`src/rtl/seg_pkg.sv`:
```
// seg_pkg: shared state encoding, digit type and 7-segment codes for the display scheduler
package seg_pkg;

    typedef enum logic [1:0] {
        LAMP   = 2'd0,
        STATUS = 2'd1,
        FLASH  = 2'd2,
        OVER   = 2'd3
    } state_t;

    typedef logic [3:0] digit_t;

    localparam logic [7:0] SEG_0     = 8'hFC;
    localparam logic [7:0] SEG_1     = 8'h60;
    localparam logic [7:0] SEG_2     = 8'hDA;
    localparam logic [7:0] SEG_3     = 8'hF2;
    localparam logic [7:0] SEG_4     = 8'h66;
    localparam logic [7:0] SEG_5     = 8'hB6;
    localparam logic [7:0] SEG_6     = 8'hBE;
    localparam logic [7:0] SEG_7     = 8'hE0;
    localparam logic [7:0] SEG_8     = 8'hFE;
    localparam logic [7:0] SEG_9     = 8'hF6;
    localparam logic [7:0] SEG_BLANK = 8'h00;
    localparam logic [7:0] SEG_LAMP  = 8'hFF;

    function automatic logic [7:0] seg_encode(input digit_t d);
        return d == 4'd0 ? SEG_0 :
               d == 4'd1 ? SEG_1 :
               d == 4'd2 ? SEG_2 :
               d == 4'd3 ? SEG_3 :
               d == 4'd4 ? SEG_4 :
               d == 4'd5 ? SEG_5 :
               d == 4'd6 ? SEG_6 :
               d == 4'd7 ? SEG_7 :
               d == 4'd8 ? SEG_8 :
               d == 4'd9 ? SEG_9 : SEG_BLANK;
    endfunction

endpackage

```
`src/rtl/seg_scan_mux.sv`:
```
// seg_scan_mux: time-multiplexed digit scan with registered segment/digit-select outputs
module seg_scan_mux
    import seg_pkg::*;
#(
    parameter int REFRESH_DIV = 1000
) (
    input  logic           clk_1mhz,
    input  logic           rst_n,
    input  digit_t [7:0]   digits,
    input  logic   [7:0]   blank,
    input  logic           lamp,
    output logic   [7:0]   seg_out,
    output logic   [7:0]   array_out
);

    localparam int RW = REFRESH_DIV > 1 ? $clog2(REFRESH_DIV) : 1;

    logic [RW-1:0] ref_cnt;
    logic [2:0]    scan_idx;
    logic          wrap;

    assign wrap = ref_cnt == RW'(REFRESH_DIV - 1);

    always_ff @(posedge clk_1mhz or negedge rst_n) begin
        if (!rst_n) begin
            ref_cnt   <= '0;
            scan_idx  <= 3'd0;
            seg_out   <= SEG_BLANK;
            array_out <= 8'hFF;
        end else begin
            ref_cnt   <= wrap ? '0 : ref_cnt + 1'b1;
            scan_idx  <= scan_idx + 3'(wrap);
            seg_out   <= lamp ? SEG_LAMP : blank[scan_idx] ? SEG_BLANK : seg_encode(digits[scan_idx]);
            array_out <= ~(8'h01 << scan_idx);
        end
    end

endmodule

```
`src/rtl/seg_display_sched.sv`:
```
// seg_display_sched: picks lamp-test, status, hit-flash or blinking game-over content for the 8-digit display
module seg_display_sched
    import seg_pkg::*;
#(
    parameter int CLK_HZ      = 1_000_000,
    parameter int REFRESH_DIV = 1000,
    parameter int LAMP_MS     = 1000,
    parameter int FLASH_MS    = 500,
    parameter int BLINK_MS    = 250
) (
    input  logic        clk_1mhz,
    input  logic        rst_n,
    input  logic [1:0]  lives,
    input  logic [9:0]  score,
    input  logic [6:0]  time_left,
    input  logic        evt_req,
    input  logic [3:0]  evt_val,
    input  logic        game_over,
    output logic        busy,
    output logic [1:0]  mode,
    output logic [7:0]  seg_out,
    output logic [7:0]  array_out
);

    localparam int PRE = CLK_HZ / 1000;
    localparam int PW  = PRE > 1 ? $clog2(PRE) : 1;

    state_t        st, nxt;
    logic [PW-1:0] pre;
    logic [15:0]   ms, dur;
    logic          tick, done, latch, restart, phase;
    digit_t        evt_d, ev, hund, tens, ones, tt, to, lv;
    logic [9:0]    sc;
    logic [6:0]    tl;
    logic          hz, hz2;
    digit_t [7:0]  digits;
    logic   [7:0]  blank;

    assign tick = pre == PW'(PRE - 1);
    assign dur  = st == LAMP ? 16'(LAMP_MS) : st == FLASH ? 16'(FLASH_MS) : 16'(BLINK_MS);
    assign done = tick && ms == dur - 16'd1;

    // game_over outranks evt_req everywhere except LAMP, and evt_req outranks flash expiry
    assign nxt = st == LAMP ? (done ? (game_over ? OVER : STATUS) : LAMP)
               : game_over ? OVER
               : st == OVER ? STATUS
               : evt_req ? FLASH
               : st == FLASH && done ? STATUS : st;
    assign latch   = evt_req && !game_over && (st == STATUS || st == FLASH);
    assign restart = nxt != st || latch;

    assign sc   = score > 10'd999 ? 10'd999 : score;
    assign tl   = time_left > 7'd99 ? 7'd99 : time_left;
    assign ev   = evt_val > 4'd9 ? 4'd9 : evt_val;
    assign hund = 4'(sc / 10'd100);
    assign tens = 4'((sc / 10'd10) % 10'd10);
    assign ones = 4'(sc % 10'd10);
    assign tt   = 4'(tl / 7'd10);
    assign to   = 4'(tl % 7'd10);
    assign lv   = {2'b00, lives};
    assign hz   = hund == 4'd0;
    assign hz2  = hz && tens == 4'd0;

    assign digits = {lv, 4'd0, st == FLASH ? 4'd0 : hund, st == FLASH ? 4'd0 : tens,
                     st == FLASH ? evt_d : ones, 4'd0, tt, to};
    assign blank  = st == FLASH ? 8'b0111_0100
                  : st == OVER  ? {2'b01, phase | hz, phase | hz2, phase, 3'b111}
                  : {2'b01, hz, hz2, 4'b0100};

    assign busy = st == LAMP || st == FLASH;
    assign mode = st;

    always_ff @(posedge clk_1mhz or negedge rst_n) begin
        if (!rst_n) begin
            st    <= LAMP;
            pre   <= '0;
            ms    <= 16'd0;
            phase <= 1'b0;
            evt_d <= 4'd0;
        end else begin
            st    <= nxt;
            pre   <= restart || tick ? '0 : pre + 1'b1;
            ms    <= restart || done ? 16'd0 : ms + 16'(tick);
            phase <= restart ? 1'b0 : st == OVER && done ? ~phase : phase;
            evt_d <= latch ? ev : evt_d;
        end
    end

    seg_scan_mux #(.REFRESH_DIV(REFRESH_DIV)) u_scan (
        .clk_1mhz  (clk_1mhz),
        .rst_n     (rst_n),
        .digits    (digits),
        .blank     (blank),
        .lamp      (st == LAMP),
        .seg_out   (seg_out),
        .array_out (array_out)
    );

endmodule

```
`config.mk`:
```
export PLATFORM = sky130hd
export DESIGN_NAME = seg_display_sched
export DESIGN_NICKNAME = d
export VERILOG_FILES = /design/src/rtl/seg_pkg.sv /design/src/rtl/seg_scan_mux.sv /design/src/rtl/seg_display_sched.sv
export SDC_FILE = /design/constraint.sdc
export NUM_CORES = 1
export LEC_CHECK = 0
export ABC_AREA = 1
export CAP_MARGIN = 20
export CORE_MARGIN = 5
export CORE_UTILIZATION = 30
export CTS_CLUSTER_DIAMETER = 120
export DETAILED_ROUTE_END_ITERATION = 7
export GPL_ROUTABILITY_DRIVEN = 0
export SLEW_MARGIN = 10
export SYNTH_ARGS = -nofsm -noshare
export SYNTH_HDL_FRONTEND = slang
export SYNTH_SLANG_ARGS = --single-unit
```
`constraint.sdc`:
```
create_clock -name clk_1mhz -period 5.3 [get_ports clk_1mhz]
set_input_delay 1.06 -clock clk_1mhz [delete_from_list [all_inputs] [get_ports clk_1mhz]]
set_output_delay 1.06 -clock clk_1mhz [all_outputs]
set_load 0.01 [all_outputs]
```
==> out/qor.log, run 1 <==
[outcome] status finished, violations left
[outcome] failing checks setup timing
[synth] Gate Count Post-Synth 840
[global_routing] via count of the first global-routing pass 5,704
[clock_tree] quantity of hold-fixing buffers added after cts 0
[worst_setup_path] critical path class in2reg
[worst_setup_path] CP max FO 5
[layout] Filler cells 1,881
[pwr] overall power 3130 uW
[floorplan] vertical die dimension 148 um
[synth] total of warnings raised by yosys 0
[worst_setup_path] Critical-path top delay cell sky130_fd_sc_hd__ha_1
[worst_setup_path] Worst setup SP type input pin
[timing] worst hold slack across all endpoints 0.464 ns
[flow_run] max capacitance violation total 0
[floorplan] row count 50
[timing] worst setup slack after layout -1.06 ns
[pwr] cell leakage power 0.00417 uW
[clock_tree] maximum count of clock buffers along a single path 2
[clock_tree] root buf cell sky130_fd_sc_hd__clkbuf_16
[worst_setup_path] slowest cell delay on critical path 0.26 ns
[route] First-pass DRT Iterations 5
[timing] worst rel slew slack 0.488
[pwr] peak supply drop 0.193 mV
[floorplan] effective utilization at floorplan 0.304
[layout] flip-flop and latch area 0.00156 mm^2
[synth] Post-synth EDFFs 0
[synth] most common cell in the synthesized netlist sky130_fd_sc_hd__nand2_1
[timing] count of pins over their slew limit 0
[synth] post-synthesis sequential element count 62
[placement] placed cell area 0.00751 mm^2
[route] detailed-route DRC error count 0
[layout] diode insertion count for antenna repair 0
[layout] non-filler cells, final 1,276
[global_routing] wire length of the first global-routing pass 25,400 um
[worst_setup_path] Crit path required time 5.51 ns
[route] Vias 5,865
[synth] post-synthesis sequential area ratio 0.274
[clock_tree] number of buffers created by CTS 9
[placement] number of input and output port buffers inserted 45
[route] detail-routed net length per standard cell 11.5 um
[worst_setup_path] worst path bufs/invs 14
[global_routing] Remaining Overflow, GRT 0
[placement] pre-CTS setup slack -1.80 ns
[clock_tree] clock slew seen by the registers of the worst setup and hold paths 0.05 ns
[layout] fraction of final layout cells with drive strength greater than 1 0.339
[clock_tree] clock latency at the later pin of the worst-skew pair 0.33 ns
[timing] RSZ-0062 raised after global routing yes
[synth] proportion of netlist area held by the largest area contributor 0.237
[route] final wirelength 14,700 um
[synth] main flop type after synthesis sky130_fd_sc_hd__dfrtp_1
[placement] instance count after placement with tap cells included 1,229
[synth] Post-synth ARST share 1.00
[layout] final standard cell area without fillers 0.00830 mm^2
[global_routing] number of antenna violations at the first check in global routing 0
[synth] mean instance size in the synthesized netlist 6.78 um^2
[layout] Final Net Count 1,089
[synth] top cell type by total area after synthesis sky130_fd_sc_hd__dfrtp_1
[timing] achievable clock frequency 0.157 GHz
[timing] crit share post-route 1.20
[worst_hold_path] Min-Delay Path Class reg2reg
[floorplan] Die Outline Area 0.0218 mm^2
[timing] Final min period 6.36 ns
[route] final antenna-violating net count 0
[synth] number of nets in the synthesized netlist 892
[worst_setup_path] arrival time worst endpoint 6.57 ns
[clock_tree] TritonCTS clock tree built
[synth] combined area of all synthesized cells 0.00569 mm^2
[global_routing] maximum number of pins on one net before global-route repair 63
[route] iteration-0 DRC count of the detailed router 331
[synth] top area cells in the synthesized netlist sky130_fd_sc_hd__dfrtp_1, sky130_fd_sc_hd__nand2_1, sky130_fd_sc_hd__inv_1, sky130_fd_sc_hd__nor2_1, sky130_fd_sc_hd__nand3_1
[clock_tree] H-tree lvl count 3
[floorplan] Die X-Extent 148 um
[floorplan] core outline area 0.0187 mm^2
[synth] top cells by count, synth sky130_fd_sc_hd__nand2_1, sky130_fd_sc_hd__inv_1, sky130_fd_sc_hd__nor2_1
[placement] Detail Placement HPWL 11,400 um
[global_routing] all-layer global routing usage 0.136
[layout] area of combinational cells with multiple inputs 0.00410 mm^2
[route] via-per-instance ratio 4.60
[timing] Final Hold Violating Endpoints 0
[worst_setup_path] type of destination of the critical path register
[timing] largest clock skew in the final design 0.00620 ns
[synth] number of distinct library cell variants in the gate-level netlist after synthesis 49
[worst_setup_path] category of cells accounting for the largest share of critical-path delay simple AND/OR/NAND/NOR gates
[timing] Slew @ Worst Pin 0.768 ns
[timing] Setup-failing EPs final 7
[layout] Synth-to-Final Area Change 45.8%
[pwr] total power divided by cell area 377 mW/mm^2
[clock_tree] total number of clock tree sinks 62
[floorplan] IO Count 46
sequential cells by signal, summed over array words and instances (netlist names):
| register | count |
|---|---|
| u_scan.scan_idx | 3 |
| u_scan.array_out | 8 |
| phase | 1 |
| ms | 16 |
| u_scan.ref_cnt | 10 |
| mode | 2 |
| pre | 10 |
| u_scan.seg_out | 8 |
| evt_d | 4 |
through the flow:
step / utilization / TNS [ns]
3_5_place_dp: 0.402 / -12.30
5_1_grt: 0.444 / -10.52
4_1_cts: 0.432 / -6.64
3_3_place_gp: 0.402 / -11.41
2_1_floorplan: - / -7.41
6_report: 0.444 / -7.09
metal layers:
layer / track usage / part of all wire
met5: 0 / 0
met4: 0.0177 / 0.0061
met3: 0.0285 / 0.035
met2: 0.226 / 0.46
met1: 0.188 / 0.50
cells in the final DEF (no fill, tap or decap), drive strengths merged:
cell type	n
inv	125
xor2	12
nand3b	5
o31ai	2
o21ai	40
nor3b	11
ha	25
o21bai	2
buf	153
clkinvlp	2
a31oi	3
nor2	102
or2	5
dfstp	8
nand4	21
o211ai	9
xnor2	7
a21oi	27
clkdlybuf4s50	39
o2111ai	1
a22o	2
o22ai	1
a2111oi	2
clkbuf	12
dlygate4sd2	3
o221ai	1
and2	1
nand2	251
a21boi	1
clkinv	5
dfrtp	54
nor4	7
nor3	19
o311ai	1
a22oi	4
nand3	79
worst paths after layout:
path                                      to  slack (ns)               from  depth (start not counted)
setup / recovery           u_scan.seg_out[1]       -1.06           score[6]                         50
hold reg to reg            u_scan.ref_cnt[0]        0.46  u_scan.ref_cnt[0]                          1
hold / removal             u_scan.ref_cnt[0]        0.46  u_scan.ref_cnt[0]                          1
min in group asynchronous  u_scan.ref_cnt[7]        0.89              rst_n                          2
max in group asynchronous              ms[9]        3.90              rst_n                          2
setup reg to reg                      ms[12]        1.50            mode[0]                         14
cell families after synthesis:
logic type / synth area share
buffers and inverters: 0.0918
xor gates and xnor gates: 0.0292
AOI/OAI and AO/OA: 0.102
DFF: 0.274
adders and majority gates: 0.0549
and+or+nand+nor: 0.447
report_power, final:
| part | total (uW) | internal [uW] | switching, uW |
|---|---|---|---|
| clock | 543 | 339 | 204 |
| sequential | 568 | 526 | 42.1 |
| combinational | 2020 | 891 | 1130 |
| total | 3130 | 1760 | 1370 |
area by class of cell:
cell class | count | area share
repair buffers | 195 | 0.189
multi-input cells | 641 | 0.494
flip-flops and latches | 62 | 0.188
clock buffers | 12 | 0.0309
clock inverters | 4 | 0.00271
inverters | 128 | 0.0604
well taps | 234 | 0.0353
repair_timing:
item	in CTS	in global routing
endpoints found under the setup margin	7	7
pin swaps	35	49
gates resized for setup	32	46
endpoints found under the hold margin	0	0
setup buffers	26	5
No activity file was read; power rests on OpenSTA's default activity.
==> run 2: changes to the inputs <==
==> constraint.sdc (replaced) <==
create_clock -name clk_1mhz -period 5.3 [get_ports clk_1mhz]
set_input_delay 1.59 -clock clk_1mhz [delete_from_list [all_inputs] [get_ports clk_1mhz]]
set_output_delay 1.59 -clock clk_1mhz [all_outputs]
set_load 0.01 [all_outputs]
==> run 2 against run 1 <==
Net effect:
- the flow still finishes with violations (setup timing)
- critical endpoint is now u_scan.seg_out[3]
- non-clock buffer count increased by 12
- die area unchanged
- final cell count rose by 0.94%
- global-route usage is 0.11 points lower
- critical path type unchanged
- clock power is 1% higher
- flip-flop and latch count did not move
- core utilization down 0.21 points
- count of clock-buffer cells in the layout is 1 higher
- register-to-register slack improved by 0.05 ns
==> out/qor.log, run 2 (same netlist as run 1, synthesis figures left out) <==
[pwr] overall power 3030 uW [-3.2%]
[floorplan] row count 50 [unchanged]
[route] iteration-0 DRC count of the detailed router 276 [-17%]
[placement] Detail Placement HPWL 11,600 um [+1.9%]
[timing] largest clock skew in the final design 0.00422 ns [-0.00198 ns]
[timing] achievable clock frequency 0.147 GHz [-6.2%]
[pwr] Combinational Power Share 0.631 [-0.014]
[worst_setup_path] worst path bufs/invs 8 [-6]
[pwr] clock share of power 0.181 [+0.007]
[pwr] cell leakage power 0.00419 uW [+0.43%]
[pwr] peak supply drop 0.201 mV [+3.8%]
[worst_setup_path] slowest cell delay on critical path 0.25 ns [about the same]
[flow_run] max capacitance violation total 0 [unchanged]
[layout] registers with the highest flip-flop counts ms (16), pre (10), u_scan.ref_cnt (10)
[worst_hold_path] Min-Delay Path Class reg2reg
[route] final wirelength 14,200 um [-3.5%]
[route] First-pass DRT Iterations 4 [-1]
[worst_setup_path] critical path class in2reg
[clock_tree] H-tree lvl count 3 [unchanged]
[worst_setup_path] type of destination of the critical path register
[timing] worst setup slack after layout -1.48 ns [-0.423 ns]
[global_routing] all-layer global routing usage 0.135 [-0.00109]
[global_routing] number of antenna violations at the first check in global routing 0 [unchanged]
[clock_tree] clock slew seen by the registers of the worst setup and hold paths 0.05 ns [about the same]
[floorplan] Die X-Extent 148 um [unchanged]
[timing] Slew @ Worst Pin 0.551 ns [-0.217 ns]
[clock_tree] maximum count of clock buffers along a single path 2 [unchanged]
[worst_setup_path] Critical-path top delay cell sky130_fd_sc_hd__ha_4
[worst_setup_path] R2R cell count 14 [unchanged]
[worst_setup_path] total number of cells along the worst setup path 56 [+12%]
[layout] flip-flop count of the largest register after layout 16 [unchanged]
[timing] total negative setup slack -10.15 ns [-3.07 ns]
[route] Vias 5,828 [-0.63%]
[timing] Final min period 6.78 ns [+0.423 ns]
[layout] diode insertion count for antenna repair 0 [unchanged]
[timing] RSZ-0062 raised after global routing yes
[layout] register with the most flip-flops ms
[floorplan] effective utilization at floorplan 0.304 [unchanged]
[pwr] share of total power in sequential cells 0.187 [+0.005]
[clock_tree] TritonCTS clock tree built
[clock_tree] root buf cell sky130_fd_sc_hd__clkbuf_16
[worst_setup_path] arrival time worst endpoint 6.97 ns [+0.40 ns]
[pwr] internal power summed over all cells 1730 uW [-1.6%]
[layout] fraction of final layout cells with drive strength greater than 1 0.338 [-0.00101]
[pwr] total power divided by cell area 367 mW/mm^2 [-2.8%]
[timing] worst rel slew slack 0.629 [+0.142]
[timing] Final Hold Violating Endpoints 0 [unchanged]
[global_routing] wire length of the first global-routing pass 25,400 um [-0.27%]
[worst_setup_path] category of cells accounting for the largest share of critical-path delay simple AND/OR/NAND/NOR gates
[floorplan] vertical die dimension 148 um [unchanged]
[clock_tree] total number of clock tree sinks 62 [unchanged]
[layout] Synth-to-Final Area Change 45.1%
[global_routing] Remaining Overflow, GRT 0 [unchanged]
[floorplan] Die Outline Area 0.0218 mm^2 [unchanged]
[timing] count of pins over their slew limit 0 [unchanged]
[floorplan] core outline area 0.0187 mm^2 [unchanged]
[placement] pre-CTS setup slack -2.34 ns [-0.545 ns]
[floorplan] IO Count 46 [unchanged]
[layout] Final Util 0.442 [-0.00214]
[route] detailed-route DRC error count 0 [unchanged]
[route] via-per-instance ratio 4.52 [-1.6%]
[layout] most used cells in the layout excluding fill and tap cells sky130_fd_sc_hd__nand2_1, sky130_fd_sc_hd__buf_4, sky130_fd_sc_hd__inv_1, sky130_fd_sc_hd__nor2_1, sky130_fd_sc_hd__dfrtp_1
[pwr] P_sw 1300 uW [-5.2%]
[timing] Setup-failing EPs final 7 [unchanged]
[worst_hold_path] number of instances on the worst hold path 1 [unchanged]
[layout] Final Net Count 1,101 [+1.1%]
[timing] worst hold slack across all endpoints 0.456 ns [-0.00781 ns]
[placement] number of input and output port buffers inserted 45 [unchanged]
[outcome] failing checks setup timing
[route] final antenna-violating net count 0 [unchanged]
[global_routing] via count of the first global-routing pass 5,753 [+0.86%]
[clock_tree] number of buffers created by CTS 9 [unchanged]
[pwr] switching part of the total 0.430 [-0.00915]
[worst_setup_path] CP max FO 5 [unchanged]
[route] detail-routed net length per standard cell 11.0 um [-4.4%]
[global_routing] maximum number of pins on one net before global-route repair 37 [-41%]
[layout] most common library cell in the layout ignoring fill and taps sky130_fd_sc_hd__nand2_1
[worst_setup_path] Worst setup SP type input pin
[timing] crit share post-route 1.28 [+0.0797]
[worst_setup_path] Crit path required time 5.48 ns [-0.03 ns]
[layout] Filler cells 1,870 [-0.58%]
[outcome] status finished, violations left
[clock_tree] clock latency at the later pin of the worst-skew pair 0.32 ns [about the same]
## run 2: power by group through the flow
stage | Clock (uW) | Sequential (uW) | Combinational, uW
2_1_floorplan | 0 | 576 | 1180
5_1_grt | 583 | 573 | 2140
4_1_cts | 562 | 569 | 1880
3_3_place_gp | 0 | 576 | 1790
3_5_place_dp | 0 | 577 | 1800
6_report | 549 | 568 | 1910
## run 2: worst paths after layout
kind / slack, ns / endpoint / from
min: 0.46 / u_scan.ref_cnt[0] / u_scan.ref_cnt[0]
max in group asynchronous: 3.18 / ms[15] / rst_n
max: -1.48 / u_scan.seg_out[3] / score[6]
min reg2reg: 0.46 / u_scan.ref_cnt[0] / u_scan.ref_cnt[0]
max reg2reg: 1.55 / ms[12] / mode[0]
min in group asynchronous: 1.25 / u_scan.ref_cnt[8] / rst_n
## run 2: through the flow
step                cell area (um^2)  std cells
global route                    8260       1288
global placement                7700       1254
floorplan                       5920        840
CTS                             8180       1282
finish                          8260       1288
detailed placement              7700       1254
## run 2: timing repair
action                     CTS  global route
pin swaps                   47            17
hold buffers                 0             0
setup buffers               12             6
setup endpoints to repair    7             7
resized for setup           33            18
## run 2: cell type report
| class | instances | area (um^2) | area share |
|---|---|---|---|
| multi-input combinational | 641 | 3970 | 0.481 |
| timing repair buffer | 207 | 1650 | 0.200 |
| sequential | 62 | 1560 | 0.189 |
| inverter | 128 | 494 | 0.0598 |
| tap | 234 | 293 | 0.0354 |
| clock buffer | 13 | 270 | 0.0327 |
| clock inverter | 3 | 17.5 | 0.00212 |
## run 2: routing by layer
layer | vias up | wire, um | global-route usage
met5 | - | 0 | 0
met4 | 0 | 144 | 0.0266
met3 | 13 | 551 | 0.0273
met2 | 79 | 6440 | 0.223
met1 | 2581 | 7050 | 0.185
li1 | 3155 | - | -
==> run 3: changes to the inputs <==
--- a/config.mk
+++ b/config.mk
@@ -7,12 +7,12 @@
 export LEC_CHECK = 0
 export ABC_AREA = 1
 export CAP_MARGIN = 20
-export CORE_MARGIN = 5
 export CORE_UTILIZATION = 30
 export CTS_CLUSTER_DIAMETER = 120
 export DETAILED_ROUTE_END_ITERATION = 7
 export GPL_ROUTABILITY_DRIVEN = 0
-export SLEW_MARGIN = 10
+export PLACE_DENSITY = 0.47
+export SLEW_MARGIN = 15
 export SYNTH_ARGS = -nofsm -noshare
 export SYNTH_HDL_FRONTEND = slang
 export SYNTH_SLANG_ARGS = --single-unit
==> run 3 against run 2 <==
Net effect:
- global-route usage up 2.4 points
- combinational power up 3%
- largest power group unchanged
- die area down 11%
- clock power up 8.2%
- the flow still finishes with violations (setup timing)
==> out/qor.log, run 3 (same netlist as run 1, synthesis figures left out) <==
[timing] Final Hold Violating Endpoints 0 [unchanged]
[route] final wirelength 15,000 um [+5.5%]
[route] Vias 5,876 [+0.82%]
[worst_setup_path] R2R cell count 14 [unchanged]
[placement] number of input and output port buffers inserted 45 [unchanged]
[pwr] internal power summed over all cells 1790 uW [+3.6%]
[worst_setup_path] worst flop-to-flop path endpoint ms[12]
[global_routing] via count of the first global-routing pass 5,710 [-0.75%]
[floorplan] effective utilization at floorplan 0.305 [+0.00102]
[worst_setup_path] slowest cell delay on critical path 0.20 ns [-0.05 ns]
[timing] RSZ-0062 raised after global routing yes
[clock_tree] H-tree lvl count 3 [unchanged]
[route] detailed-route DRC error count 0 [unchanged]
[layout] Final Net Count 1,112 [+1.0%]
[clock_tree] TritonCTS clock tree built
[worst_setup_path] reg-to-reg slack, setup 1.52 ns [-0.03 ns]
[clock_tree] root buf cell sky130_fd_sc_hd__clkbuf_16
[layout] Synth-to-Final Area Change 48.6%
[timing] crit share post-route 1.30 [+0.0209]
[pwr] share of total power in sequential cells 0.180 [-0.007]
[global_routing] maximum number of pins on one net before global-route repair 44 [+19%]
[timing] count of pins over their slew limit 0 [unchanged]
[placement] Detail Placement HPWL 11,800 um [+1.7%]
[timing] worst hold slack across all endpoints 0.464 ns [+0.00821 ns]
[pwr] cell leakage power 0.00426 uW [+1.7%]
[worst_hold_path] Worst Min Path Start u_scan.ref_cnt[0]
[timing] Slew @ Worst Pin 0.938 ns [+0.387 ns]
[worst_setup_path] arrival time worst endpoint 7.10 ns [+0.13 ns]
[pwr] clock share of power 0.190 [+0.009]
[global_routing] wire length of the first global-routing pass 26,000 um [+2.6%]
[worst_setup_path] CP max FO 5 [unchanged]
[worst_hold_path] number of instances on the worst hold path 1 [unchanged]
[timing] worst rel slew slack 0.374 [-0.255]
[global_routing] all-layer global routing usage 0.159 [+0.0241]
[timing] worst setup slack after layout -1.59 ns [-0.111 ns]
[clock_tree] total number of clock tree sinks 62 [unchanged]
[worst_setup_path] critical path class in2reg
[worst_setup_path] type of destination of the critical path register
[worst_setup_path] Crit path required time 5.51 ns [+0.03 ns]
[timing] total negative setup slack -10.89 ns [-0.743 ns]
[layout] diode insertion count for antenna repair 0 [unchanged]
[layout] non-filler cells, final 1,299 [+0.85%]
[layout] fraction of final layout cells with drive strength greater than 1 0.355 [+0.0172]
[global_routing] Remaining Overflow, GRT 0 [unchanged]
[pwr] peak supply drop 0.175 mV [-13%]
[clock_tree] clock latency at the later pin of the worst-skew pair 0.33 ns [about the same]
[placement] instance count after placement with tap cells included 1,259 [+0.40%]
[worst_setup_path] startpoint of the lowest-slack register-to-register path mode[0]
[route] iteration-0 DRC count of the detailed router 239 [-13%]
[route] final antenna-violating net count 0 [unchanged]
[pwr] total power divided by cell area 370 mW/mm^2 [+0.85%]
[worst_setup_path] CP dominant cell by count sky130_fd_sc_hd__nand2_4
[layout] register with the most flip-flops ms
[worst_hold_path] hold worst-path end u_scan.ref_cnt[0]
[floorplan] Die Outline Area 0.0195 mm^2 [-11%]
[pwr] overall power 3130 uW [+3.3%]
[floorplan] IO Count 46 [unchanged]
[timing] achievable clock frequency 0.145 GHz [-1.6%]
[pwr] Combinational Power Share 0.631 [about the same]
[floorplan] vertical die dimension 140 um [-5.4%]
[clock_tree] number of buffers created by CTS 9 [unchanged]
[worst_hold_path] Min-Delay Path Class reg2reg
[layout] flip-flop count of the largest register after layout 16 [unchanged]
[clock_tree] quantity of hold-fixing buffers added after cts 0 [unchanged]
[route] First-pass DRT Iterations 4 [unchanged]
[worst_setup_path] Worst setup SP type input pin
[outcome] failing checks setup timing
[floorplan] core outline area 0.0186 mm^2 [-0.33%]
[floorplan] Die X-Extent 140 um [-5.4%]
[route] via-per-instance ratio 4.52 [about the same]
[timing] largest clock skew in the final design 0.0120 ns [+0.00779 ns]
[layout] most used cells in the layout excluding fill and tap cells sky130_fd_sc_hd__nand2_1, sky130_fd_sc_hd__buf_4, sky130_fd_sc_hd__inv_1, sky130_fd_sc_hd__nor2_1, sky130_fd_sc_hd__dfrtp_1
[flow_run] max capacitance violation total 0 [unchanged]
[timing] Final min period 6.89 ns [+0.111 ns]
[layout] registers with the highest flip-flop counts ms (16), pre (10), u_scan.ref_cnt (10)
[worst_setup_path] Critical-path top delay cell sky130_fd_sc_hd__ha_4
[pwr] switching part of the total 0.428 [-0.00207]
[pwr] P_sw 1340 uW [+2.8%]
[global_routing] number of antenna violations at the first check in global routing 0 [unchanged]
[clock_tree] maximum count of clock buffers along a single path 2 [unchanged]
[outcome] status finished, violations left
[floorplan] row count 50 [unchanged]
[route] detail-routed net length per standard cell 11.5 um [+4.6%]
[timing] Setup-failing EPs final 7 [unchanged]
[clock_tree] clock slew seen by the registers of the worst setup and hold paths 0.05 ns [about the same]
[run 3: cell count changes in the layout (fill, tap and decap cells not counted), sizes merged]
cell / previous run / this run
clkinv: 4 / 3
dlygate4sd2: 2 / 0
clkdlybuf4s15: 0 / 3
buf: 165 / 176
bufinv: 0 / 1
clkbuf: 14 / 13
[run 3: worst max-delay path by stage]
stage / startpoint / depth (start not counted) / to
final: score[6] / 62 / u_scan.seg_out[1]
after global routing: score[6] / 60 / u_scan.seg_out[5]
after CTS: score[6] / 64 / u_scan.seg_out[1]
after detailed placement: score[6] / 62 / u_scan.seg_out[5]
after global placement: score[6] / 60 / u_scan.seg_out[5]
after floorplan: score[6] / 61 / u_scan.seg_out[5]
[run 3: critical path: cells and delay by family]
family                     cells  cell delay, ns
AOI/OAI and AO/OA              2            0.31
buffers and inverters         11            0.70
and+or+nand+nor               46            4.03
adders and majority gates      3            0.47
[run 3: timing repair]
| item | 4_1_cts | 5_1_grt |
|---|---|---|
| pin swaps | 45 | 58 |
| resized for setup | 43 | 33 |
| endpoints found under the setup margin | 7 | 7 |
| setup buffers | 14 | 10 |
[run 3: area by class of cell]
class / count / area, um^2
fillers: 1974 / 10200
multi-input cells: 641 / 4060
repair buffers: 218 / 1750
flip-flops and latches: 62 / 1560
inverters: 128 / 497
well taps: 234 / 293
clock buffers: 13 / 260
clock inverters: 3 / 42.5
[run 3: routing by layer]
layer  wire length [um]  global-route usage
met1               7630               0.218
met2               6930               0.266
met3                320              0.0237
met4                 74              0.0295
met5                  0                   0
[run 3: through the flow]
stage               cell area (um^2)  setup slack [ns]   util
global route                    8460             -2.07  0.454
floorplan                       5920             -1.64      -
CTS                             8280             -1.52  0.444
finish                          8460             -1.59  0.454
detailed placement              7740             -2.42  0.415
global placement                7740             -2.33  0.415
[run 3: power groups by stage]
stage	Combinational [uW]	Clock, uW	Sequential [uW]
final	1970	594	562
after global routing	2200	629	568
after CTS	1890	608	563
after detailed placement	1810	0	571
after global placement	1820	0	572
after floorplan	1180	0	576
==> patch, RTL diff (flow settings as in run 1) <==
The parameter `CLK_HZ` goes from 1_000_000 to 2_000_000.
--- a/src/rtl/seg_display_sched.sv
+++ b/src/rtl/seg_display_sched.sv
@@ -2,7 +2,7 @@
 module seg_display_sched
     import seg_pkg::*;
 #(
-    parameter int CLK_HZ      = 1_000_000,
+    parameter int CLK_HZ      = 2_000_000,
     parameter int REFRESH_DIV = 1000,
     parameter int LAMP_MS     = 1000,
     parameter int FLASH_MS    = 500,
Check against the original RTL: same outputs for any inputs over 10 cycles, from zero or initial values and one cycle with rst_n low; that may be too few to reach the edited logic, so the function may still have changed.
==> patch against run 1 <==
The run still ends with setup timing left. Via count rose by 5.4%. Clock power rose by 9.9%. Fmax fell by 6.3%. Cell count rose by 1.5%. Power fell by 9.2%. Setup slack got worse by 0.42 ns. Area after synthesis rose by 0.20%. Final area rose by 4.6%. Sequential cell count rose by 1. Non-clock buffer count rose by 29. Routed wire length rose by 12%. Critical path type unchanged.
==> patch: results (changes against run 1) <==
Placed design
  • Setup WS pre-CTS: -2.27 ns (was -1.80 ns)
  • DP Cell Count: 1223 (was 1229)
  • DP Area: 0.00748 mm² (was 0.00751 mm²)
  • Port Buffers: 45 (unchanged)
  • Detail Placement HPWL: 11900 µm (was 11400 µm)

Worst setup path
  • Launch point of the worst reg-to-reg path: mode[0] (unchanged)
  • Arr. time, crit path: 6.99 ns (was 6.57 ns)
  • Crit path max fanout: 6 (was 5)
  • CP Launch Point: score[6] (unchanged)
  • Slowest cell on crit path: nand4_1 (was ha_1)
  • CP peak stage delay: 0.23 ns (was 0.26 ns)
  • R2R depth: 13 (was 14)

Routing
  • Final wirelength: 16500 µm (was 14700 µm)
  • TritonRoute pass-1 iters: 5 (unchanged)
  • DR iter-0 viols: 340 (was 331)
  • Wire per inst: 12.8 µm (was 11.5 µm)
  • Detailed-route via count: 6183 (was 5865)

Finish
  • Nets: 1108 (was 1089)
  • N_diodes: 0 (unchanged)
  • Share of layout cells above drive strength 1: 0.365 (was 0.339)
  • Top Registers: ms x16, pre x11, u_scan.ref_cnt x10 (was ms x16, pre x10, u_scan.ref_cnt x10)
  • # fillers: 1793 (was 1881)

Timing
  • Setup-failing EPs final: 7 (unchanged)
  • Worst slew pin tran: 0.767 ns (was 0.768 ns)
  • Clock skew: 0.00431 ns (was 0.00620 ns)
  • Setup slack after layout: -1.48 ns (was -1.06 ns)

Clocking
  • Clock Root Buffer: clkbuf_16 (unchanged)
  • Clock Latency Late Sink: 0.33 ns (about the same)
  • Htree depth: 3 (unchanged)
  • CTS buffer count: 9 (unchanged)
  • CTS Buffer Depth: 2 (unchanged)
  • Clock transition at the registers of the reported paths: 0.06 ns

Logic synthesis
  • Count of different cell masters after synthesis: 60 (was 49)
  • Ys Warns: 0 (unchanged)
  • Post-synthesis sequential area ratio: 0.278 (was 0.274)
  • Mapped Cells: 827 (was 840)
  • Post-synth top area cell: dfrtp_1 (unchanged)
  • Syn nets: 879 (was 892)
  • Post-synth EDFFs: 0 (unchanged)
  • Synth cell count leaders: 191 x nand2_1, 106 x inv_1, 71 x nor2_1 (was 203 x nand2_1, 109 x inv_1, 93 x nor2_1)
  • Asr flop ratio synth: 1.00 (unchanged)
  • Ranking of synthesized cells by area: dfrtp_1 24%, nand2_1 13%, inv_1 7.0% (was dfrtp_1 24%, nand2_1 13%, inv_1 7.2%)

Global route
  • Antenna violations before repair: 0 (unchanged)
  • First-pass GRT wire length: 27200 µm (was 25400 µm)
  • Pin count of the biggest net entering global routing: 64 (was 63)
  • Total gr overflow: 0 (unchanged)
  • Vias in the first global route: 5952 (was 5704)
  • Gr usage total: 0.147 (was 0.136)

Min path
  • Hold wc startpoint: pre[0] (was u_scan.ref_cnt[0])
  • Hold Path Depth: 1 (unchanged)
  • Hold Path Class: reg -> reg (unchanged)

Run status
  • Outcome: complete, but fails checks (unchanged)
  • Failing checks: setup timing (unchanged)

Power
  • Static Leak: 4.23 nW (was 4.17 nW)
  • Maximum vdd drop: 0.139 mV (was 0.193 mV)
patch: cell count changes in the layout (fill, tap and decap cells not counted), sizes merged, moves of 5 or more:
| cell | delta |
|---|---|
| a21oi | +6 |
| buf | +29 |
| inv | -6 |
| nand2 | -15 |
| nor2 | -19 |
| nor3 | +10 |
| o211ai | -6 |
| o21ai | +11 |
| xor2 | +5 |
patch: cells by family (layout without fill, tap and decap cells):
family,after synthesis,after routing,synth area share
DFF,63,63,0.278
adders and majority gates,25,25,0.0548
AOI/OAI and AO/OA,111,111,0.123
buffers and inverters,130,362,0.0882
xor gates and xnor gates,23,23,0.0353
and+or+nand+nor,475,477,0.420
patch: final timing paths:
kind                                     end  slack (ns)
setup / recovery           u_scan.seg_out[4]       -1.48
hold / removal                        pre[0]        0.47
setup reg to reg                       ms[6]        1.94
hold reg to reg                       pre[0]        0.47
max in group asynchronous  u_scan.ref_cnt[5]        3.91
min in group asynchronous             ms[14]        0.89
patch: power by group:
part           leakage [nW]  internal [W]  total [W]  switching (W)
combinational          3.31      0.000833    0.00176       0.000931
sequential            0.771      0.000482   0.000482              0
clock                 0.149      0.000379   0.000597       0.000218
patch: layer usage:
layer	track usage	vias up	wire length, µm
met4	0.0411	0	411
met2	0.258	128	8050
met5	0	-	0
li1	-	3190	-
met3	0.0184	40	590
met1	0.190	2825	7470
patch: timing repair:
| action | CTS | global route |
|---|---|---|
| gates cloned | 2 | 0 |
| pin swaps | 61 | 69 |
| gates resized for setup | 64 | 56 |
| setup buffers | 41 | 14 |
| endpoints found under the setup margin | 7 | 7 |
patch: cell type report:
type / count / area [µm²] / area share
clock buffers: 10 / 239 / 0.0275
multi-input cells: 636 / 4180 / 0.482
clock inverters: 6 / 68.8 / 0.00792
inverters: 122 / 479 / 0.0552
well taps: 234 / 293 / 0.0337
repair buffers: 224 / 1840 / 0.211
flip-flops and latches: 63 / 1590 / 0.183
patch: worst max-delay path: cells and delay by family:
kind	cells	cell delay (ns)
buffers and inverters	8	0.54
XOR/XNOR	1	0.13
AND/OR/NAND/NOR	45	4.09
AO/OA/AOI/OAI	3	0.57
adder cells (fa/ha/maj)	4	0.59
patch: metrics by stage:
stage,hold slack [ns],util,TNS (ns)
floorplan,0.433,-,-9.20
global placement,0.454,0.400,-14.75
detailed placement,0.460,0.400,-15.56
CTS,0.468,0.446,-9.15
global route,0.487,0.464,-13.15
finish,0.466,0.464,-10.15
